**src/rtl/irq_ctrl.sv**
```systemverilog
// Eight-source interrupt controller for a 6502 system: synchronizes the source lines, latches
// them by edge or level into PENDING, masks them with ENABLE, and drives irq_n and a priority vector.
module irq_ctrl #(
   parameter int SYNC_STAGES = 2
) (
   input  logic       clock,
   input  logic       reset,
   input  logic [7:0] src_n,
   input  logic       cs_n,
   input  logic       we,
   input  logic [2:0] reg_addr,
   input  logic [7:0] wdata,
   output logic [7:0] rdata,
   output logic       irq_n,
   output logic [3:0] vector
);

   localparam logic [2:0] ADDR_STATUS  = 3'd0;
   localparam logic [2:0] ADDR_PENDING = 3'd1;
   localparam logic [2:0] ADDR_ENABLE  = 3'd2;
   localparam logic [2:0] ADDR_EDGE    = 3'd3;
   localparam logic [2:0] ADDR_VECTOR  = 3'd4;
   localparam logic [2:0] ADDR_FORCE   = 3'd5;

   logic [7:0] sync_q [SYNC_STAGES];
   logic [7:0] sync_prev;
   logic [7:0] pending;
   logic [7:0] enable;
   logic [7:0] edge_mode;

   logic       wr_en;
   logic [7:0] status;
   logic [7:0] fall;
   logic [7:0] active;
   logic [7:0] clr_mask;
   logic [7:0] force_mask;
   logic [7:0] mode_flip;
   logic [7:0] pending_nxt;
   logic [3:0] vector_nxt;

   assign wr_en      = ~cs_n & we;
   assign status     = ~sync_q[SYNC_STAGES-1];
   assign fall       = sync_prev & ~sync_q[SYNC_STAGES-1];
   assign active     = pending & enable;
   assign clr_mask   = (wr_en && reg_addr == ADDR_PENDING) ? wdata : 8'h00;
   assign force_mask = (wr_en && reg_addr == ADDR_FORCE) ? wdata : 8'h00;
   assign mode_flip  = (wr_en && reg_addr == ADDR_EDGE) ? (wdata ^ edge_mode) : 8'h00;

   // NOTE: sequential state uses non-blocking assignments so every flop samples pre-edge values.
   // NOTE: synchronizer flops reset to 1 so a source never looks active straight out of reset.
   always_ff @(posedge clock or posedge reset) begin
      if (reset) begin
         for (int i = 0; i < SYNC_STAGES; i++) sync_q[i] <= 8'hFF;
         sync_prev <= 8'hFF;
      end else begin
         sync_q[0] <= src_n;
         for (int i = 1; i < SYNC_STAGES; i++) sync_q[i] <= sync_q[i-1];
         sync_prev <= sync_q[SYNC_STAGES-1];
      end
   end

   // NOTE: each always_comb output gets a default first so no path can infer a latch.
   always_comb begin
      pending_nxt = pending;
      for (int i = 0; i < 8; i++) begin
         if (mode_flip[i])
            pending_nxt[i] = 1'b0;
         else if (!edge_mode[i])
            pending_nxt[i] = status[i];
         else
            // New edge or software force beats a same-cycle W1C.
            pending_nxt[i] = fall[i] | force_mask[i] | (pending[i] & ~clr_mask[i]);
      end
   end

   // Ascending scan so the highest active bit overwrites lower ones.
   always_comb begin
      vector_nxt = 4'b0000;
      for (int i = 0; i < 8; i++) begin
         if (active[i]) vector_nxt = {1'b1, 3'(i)};
      end
   end

   always_ff @(posedge clock or posedge reset) begin
      if (reset) begin
         pending   <= 8'h00;
         enable    <= 8'h00;
         edge_mode <= 8'h00;
         irq_n     <= 1'b1;
         vector    <= 4'b0000;
      end else begin
         pending <= pending_nxt;
         if (wr_en && reg_addr == ADDR_ENABLE) enable <= wdata;
         if (wr_en && reg_addr == ADDR_EDGE) edge_mode <= wdata;
         irq_n  <= ~|active;
         vector <= vector_nxt;
      end
   end

   always_comb begin
      rdata = 8'h00;
      if (!cs_n) begin
         case (reg_addr)
            ADDR_STATUS:  rdata = status;
            ADDR_PENDING: rdata = pending;
            ADDR_ENABLE:  rdata = enable;
            ADDR_EDGE:    rdata = edge_mode;
            ADDR_VECTOR:  rdata = {4'b0000, vector};
            default:      rdata = 8'h00;
         endcase
      end
   end

endmodule
```
**config.mk**
```make
export PLATFORM = sky130hd
export DESIGN_NAME = irq_ctrl
export DESIGN_NICKNAME = d
export VERILOG_FILES = /design/src/rtl/irq_ctrl.sv
export SDC_FILE = /design/constraint.sdc
export NUM_CORES = 1
export LEC_CHECK = 0
export BUFFER_PORTS_ARGS = -buffer_cell sky130_fd_sc_hd__buf_4
export CAP_MARGIN = 20
export CORE_MARGIN = 2
export CORE_UTILIZATION = 24
export CTS_CLUSTER_DIAMETER = 100
export DETAILED_ROUTE_END_ITERATION = 8
export SLEW_MARGIN = 25
export SYNTH_ARGS = -nofsm -noshare
export SYNTH_HDL_FRONTEND = slang
export SYNTH_SLANG_ARGS = --single-unit
```
**constraint.sdc**
```tcl
create_clock -name clock -period 1.69 [get_ports clock]
set_clock_uncertainty 0.1 [all_clocks]
set_input_delay 0.169 -clock clock [delete_from_list [all_inputs] [get_ports clock]]
set_output_delay 0.169 -clock clock [all_outputs]
set_load 0.1 [all_outputs]
```
==> results of run 1 <==
[worst min path at each step]
stage               startpoint           end  slack [ps]  cells after the start
finish                wdata[4]     enable[4]          20                      2
floorplan             src_n[2]    sync_q[10]          70                      0
CTS                   wdata[4]     enable[4]          10                      2
detailed placement       reset  edge_mode[7]         150                      3
global placement         reset    pending[5]         150                      3
global route          wdata[4]     enable[4]          20                      2
[routing by layer]
layer,part of all wire,global-route usage,vias to the layer above
met5,0,0,-
met1,0.48,0.170,985
li1,-,-,974
met4,0.018,0.0429,0
met2,0.46,0.199,54
met3,0.042,0.0243,10
[logic make-up (layout without fill, tap and decap cells)]
family,count (synthesis),in the layout,share of synthesized area
AOI/OAI and AO/OA,63,63,0.166
DFF,53,53,0.556
muxes,19,19,0.0840
and+or+nand+nor,80,80,0.166
buffers and inverters,14,90,0.0282
[power groups by stage]
stage / sequential [mW] / clock [mW] / combinational, mW
after floorplan: 2.07 / 0 / 0.558
after global placement: 1.75 / 0 / 1.21
after detailed placement: 1.75 / 0 / 1.24
after CTS: 1.71 / 0.940 / 1.40
after global routing: 1.73 / 0.990 / 1.53
final: 1.70 / 0.909 / 1.44
[cell type report]
| class | count | area (sq um) | area share |
|---|---|---|---|
| timing repair buffer | 77 | 724 | 0.203 |
| clock inverter | 2 | 37.5 | 0.0105 |
| inverter | 5 | 18.8 | 0.00527 |
| sequential | 53 | 1370 | 0.383 |
| clock buffer | 6 | 82.6 | 0.0232 |
| tap | 133 | 166 | 0.0467 |
| multi-input combinational | 162 | 1170 | 0.328 |
[cells in the mapped netlist, types with 6 or more instances]
cell	n
a22o_1	7
mux2i_1	7
nor2_1	25
dfrtp_1	28
a21oi_1	27
dfstp_2	25
nand3_1	6
mux2_2	12
nand2_1	25
[sequential cells by signal (all words and copies together) (netlist names)]
name	cells
edge_mode	8
vector	4
sync_prev	8
pending	8
sync_q	16
enable	8
irq_n	1
[cell usage in the layout (no fill, tap or decap), drive strengths merged]
| master | count |
|---|---|
| a211oi | 3 |
| a21oi | 27 |
| a22o | 7 |
| a22oi | 3 |
| a2bb2oi | 3 |
| a31o | 5 |
| a31oi | 5 |
| a32o | 1 |
| and2 | 1 |
| and2b | 1 |
| and3b | 1 |
| and4bb | 1 |
| buf | 68 |
| bufinv | 1 |
| clkbuf | 6 |
| clkinvlp | 1 |
| dfrtp | 28 |
| dfstp | 25 |
| dlygate4sd3 | 9 |
| inv | 5 |
| mux2 | 12 |
| mux2i | 7 |
| nand2 | 26 |
| nand2b | 2 |
| nand3 | 6 |
| nand3b | 6 |
| nor2 | 25 |
| nor3 | 3 |
| nor3b | 5 |
| nor4bb | 1 |
| o21ai | 5 |
| o22a | 1 |
| o22ai | 3 |
| or2 | 1 |
| or3 | 1 |
[timing repair]
action	in CTS	in global routing
setup endpoints to repair	8	8
hold buffers	9	0
pin swaps	3	2
endpoints found under the hold margin	36	0
gates resized for setup	28	5
setup buffers	8	4
==> metrics.csv, run 1 <==
metric,value,unit
grt_pass1_vias,2057,
cts-buffers-inserted,5,
drive_above_1_share,0.498,
area_growth,45.9,%
place.gp.congestion,0.787,
antennaDiodeCount,0,
synth_top_cell_by_area,dfrtp_1,
track_usage,0.125,
worstReg2RegEnd,vector[3],
max_clock_freq,576,MHz
path_delay_family,flip-flops,
slowest_stage,dfrtp_1,
power.leakage,1.51,nW
setup_ws,-46.2,ps
fill_cells,985,
ys_seq_area_frac,0.556,
slowest_delay,400,ps
synth_edf_count,0,
antenna_found_initial,0,
slew_violations,0,
p_total,4.05,mW
whs,19.6,ps
r2r_slack,110,ps
rows,36,
stdcell_count,438,
via_per_inst,4.62,
outcome,"finished, violations left",
drc_errors,0,
postSynthCellCount,229,
synth_cell_type_count,38,
synth_area_per_cell,10.7,sq um
fin_tns_setup,-46.2,ps
cts_buffer_depth,2,
hold_viol_final,0,
dp_hpwl,4440,microns
routedWlPerCell,14.8,microns
worstMarginPinSlew,382,ps
worst_setup_path_end_kind,output pin,
portBuffers,35,
via_count,2023,
dpl_worst_slack,-55.7,ps
start_util,0.249,
ys.flop_type,dfrtp_1,
clkLatencyLatePin,310,ps
routed_wl,6480,microns
drt.antenna.violating_nets,0,
comb_power_share,0.355,
stdcell_area,0.00356,sq mm
cp-start-kind,flop,
powerDensity,1140,mW/mm^2
fin_crit,1740,ps
r2r.worst_path.cells,5,
mappedNetlistArea,0.00244,sq mm
power_frac_seq,0.421,
cts_tree,built,
dpl_cell_area,0.00314,sq mm
die_h,105,microns
critPathLaunch,pending[6],
drt-initial-drc-count,107,
grt_start_max_net_pins,54,
max_cap_violations,0,
ys_top_cells_by_area,"dfrtp_1 (29%), dfstp_2 (27%), a21oi_1 (5.5%), mux2_2 (5.5%), nand2_1 (3.8%)",
grt_pass1_wl,10900,microns
vdd_drop_max,0.000392,V
final_net_count,327,
internal-power,2.55,mW
chipWidth,105,microns
yosys_warnings,0,
finalSetupViolCount,1,
violations,setup timing,
worst-path-buf-inv,1,
yosys.area.top_type_share,0.287,
io_pins,36,
critPathRequiredTime,1420,ps
p_switching,1.50,mW
rsz0062_at_grt,true,
slew-limit-headroom,0.746,
yosys_register_bits,53,
cts_sinks,53,
crit_cells,5,
first_pass_iters,5,
syn-num-nets,252,
core_area,0.00982,sq mm
crit_chain,mux2_4 -> a21oi_2 -> o22a_1 -> nor2_4 -> buf_12,
async_flop_share,1.00,
dpl.cell_count,409,
p_clk_frac,0.224,
reg2reg_from,pending[6],
switching_share,0.370,
hold_path_class,primary input to flop,
worst-setup-path-type,flop to output pin,
postLayoutCoreUtil,0.363,
worstPathArrival,1470,ps
die_area,0.0110,sq mm
worst-path-max-fanout,2,
grt_remaining_overflow,0,
cts_root_buf,clkbuf_8,
clk_pin_slew,100,ps
htreeDepth,2,
period_share,1.03,
cp-endpoint,rdata[6],
No activity file was read; power rests on OpenSTA's default activity.
==> run 2: changes to the inputs <==
--- a/config.mk
+++ b/config.mk
@@ -5,12 +5,15 @@
 export SDC_FILE = /design/constraint.sdc
 export NUM_CORES = 1
 export LEC_CHECK = 0
+export ABC_AREA = 1
 export BUFFER_PORTS_ARGS = -buffer_cell sky130_fd_sc_hd__buf_4
 export CAP_MARGIN = 20
 export CORE_MARGIN = 2
-export CORE_UTILIZATION = 24
+export CORE_UTILIZATION = 53
 export CTS_CLUSTER_DIAMETER = 100
+export CTS_CLUSTER_SIZE = 14
 export DETAILED_ROUTE_END_ITERATION = 8
+export PLACE_DENSITY = 0.75
 export SLEW_MARGIN = 25
 export SYNTH_ARGS = -nofsm -noshare
 export SYNTH_HDL_FRONTEND = slang
==> run 2 against run 1 <==
The run still ends with setup timing left. Largest cell class unchanged. Largest power group unchanged. Via count is 8.2% higher. Area after synthesis grew 5.7%. Die area fell by 50%. Register-to-register slack better by 300 ps. Critical path depth did not move. Highest routed layer unchanged. Total power is 9.3% lower. Combinational power shrank 15%. Core utilization rose by 35 points. Clock power is 8.0% lower. Global-route usage increased by 11 points.
==> metrics.csv, run 2 <==
metric,value,unit,change
hp-start,wdata[2],,
yosys_register_bits,53,,unchanged
place.gp.congestion,0.826,,+5.0%
ys.flop_type,dfrtp_1,,
p_total,3.67,mW,-9.3%
worst-path-max-fanout,2,,unchanged
ys_seq_area_frac,0.525,,-0.0301
start_util,0.547,,+0.298
grt_remaining_overflow,0,,unchanged
final_common_cell,nand2_1,,
power.leakage,1.68,nW,+11%
synthTopCellsByCount,"nand2_1 (94), nor2_1 (42), inv_1 (39)",,
htreeDepth,2,,unchanged
cts_buffer_depth,2,,unchanged
chipWidth,73.8,microns,-30%
fin_crit,1720,ps,-17.9 ps
finalSetupViolCount,3,,+2
yosys.area_share.simple,0.274,,+0.107
synth_compound_area_frac,0.110,,-0.0560
final_net_count,393,,+20%
async_flop_share,1.00,,unchanged
grt_pass1_wl,9480,microns,-13%
syn-num-nets,333,,+32%
cts_sinks,53,,unchanged
rows,25,,-31%
synth_top_cell_by_area,dfrtp_1,,
critPathRequiredTime,1420,ps,about the same
cp-start-kind,flop,,
yosys_warnings,0,,unchanged
fill_cells,370,,-62%
hold_viol_final,0,,unchanged
synthAdderAreaFrac,0,,unchanged
setup_ws,-28.4,ps,+17.9 ps
portBuffers,35,,unchanged
powerDensity,1090,mW/mm^2,-4.3%
postSynthCellCount,310,,+35%
yosys.area_share.xor_xnor,0,,unchanged
slew-limit-headroom,0.766,,+0.0205
rsz0062_at_grt,true,,
cts-buffers-inserted,5,,unchanged
antenna_found_initial,0,,unchanged
grt_pass1_vias,2062,,+0.24%
worst_setup_path_end_kind,output pin,,
largest_reg_flops,16,,unchanged
mappedNetlistArea,0.00258,sq mm,+5.7%
outcome,"finished, violations left",,
fin_tns_setup,-64.6,ps,-18.4 ps
drt-initial-drc-count,141,,+32%
reg2reg_from,pending[4],,
routed_wl,5790,microns,-11%
violations,setup timing,,
layout_common_cells,"nand2_1 (94), buf_4 (41), inv_1 (37)",,
first_pass_iters,4,,-1
io_pins,36,,unchanged
top_register,sync_q,,
worstPathArrival,1450,ps,-20 ps
critPathLaunch,sync_q[2],,
slew_violations,0,,unchanged
period_share,1.02,,-0.0106
worstMarginPinSlew,348,ps,-33.4 ps
core_area,0.00472,sq mm,-52%
die_h,73.8,microns,-30%
yosys.area.top_type_share,0.271,,-0.0156
via_per_inst,5.00,,+8.2%
max_clock_freq,582,MHz,+1.0%
cts_tree,built,,
drive_above_1_share,0.337,,-0.161
synthMuxAreaShare,0,,-0.0840
hold_path_class,primary input to flop,,
cts_root_buf,clkbuf_8,,
die_area,0.00545,sq mm,-50%
routedWlPerCell,13.2,microns,-11%
area_growth,30.8,%,
worst-setup-path-type,flop to output pin,,
multi_input_area,0.00108,sq mm,-7.9%
max_cap_violations,0,,unchanged
synth_top_family_by_area,simple AND/OR/NAND/NOR gates,,
grt_start_max_net_pins,54,,unchanged
antennaDiodeCount,0,,unchanged
regArea,0.00136,sq mm,-0.27%
drc_errors,0,,unchanged
via_count,2188,,+8.2%
synth_area_per_cell,8.33,sq um,-22%
track_usage,0.231,,+0.106
ys_top_cells_by_area,"dfrtp_1 (27%), dfstp_2 (25%), nand2_1 (14%), nor2_1 (6.1%), inv_1 (5.7%)",,
drt.antenna.violating_nets,0,,unchanged
synth_edf_count,0,,unchanged
synth_cell_type_count,23,,-39%
stdcell_area,0.00338,sq mm,-5.2%
clk_pin_slew,100,ps,about the same
dp_hpwl,3900,microns,-12%
dpl_cell_area,0.00302,sq mm,-3.9%
yosysMostFrequentCell,nand2_1,,
vdd_drop_max,0.000822,V,+110%
clkLatencyLatePin,310,ps,about the same
==> run 2: cell type report <==
| class | instances | share of cell area |
|---|---|---|
| clock buffer | 6 | 0.0215 |
| inverter | 41 | 0.0463 |
| sequential | 53 | 0.403 |
| multi-input combinational | 209 | 0.318 |
| tap | 67 | 0.0248 |
| clock inverter | 2 | 0.0104 |
| timing repair buffer | 60 | 0.175 |
==> run 2: final timing paths <==
kind,end,slack (ps),depth (start not counted)
min reg2reg,sync_q[7],260,0
max in group asynchronous,sync_q[15],840,4
min in group asynchronous,edge_mode[4],360,4
min,pending[2],70,4
max reg2reg,vector[3],410,6
max,rdata[2],-30,5
==> run 2: per-stage QoR <==
stage	utilization	setup WS, ps	hold WS [ps]	instances
detailed placement	0.639	46.9	144	415
global placement	0.639	103	143	415
finish	0.715	-28.4	66.9	438
floorplan	-	9.64	73.5	310
CTS	0.693	-23.4	59.3	433
global route	0.715	-97.6	69.4	438
==> run 2: logic make-up (layout without fill, tap and decap cells) <==
family | Yosys count | count (layout)
buffers and inverters | 48 | 109
flip-flops | 53 | 53
AND/OR/NAND/NOR | 165 | 165
AO/OA/AOI/OAI | 44 | 44
==> run 2: report_power, final <==
| group | leakage, nW | internal (mW) | switching (mW) |
|---|---|---|---|
| Combinational | 1.02 | 0.381 | 0.841 |
| Sequential | 0.603 | 1.48 | 0.132 |
| Clock | 0.0552 | 0.440 | 0.397 |
==> run 2: repair_timing <==
action / in CTS / in global routing
hold endpoints to repair: 36 / 0
gates resized for setup: 15 / 23
hold buffers: 9 / 0
endpoints found under the setup margin: 7 / 8
cloned: 0 / 0
pin swaps: 3 / 10
setup buffers: 1 / 5
==> run 2: layer usage <==
layer | track usage | routed length [microns] | vias to the layer above
li1 | - | - | 1092
met1 | 0.312 | 2580 | 1021
met2 | 0.374 | 2800 | 70
met3 | 0.0576 | 338 | 5
met4 | 0.0586 | 62 | 0
met5 | 0 | 0 | -
==> run 2: worst max-delay path, cell delays in order (launching register included) <==
cell,delay (ps)
dfstp_2,550
nand3b_1,120
nand3_2,100
nor2_4,150
nor2_4,60
buf_12,170
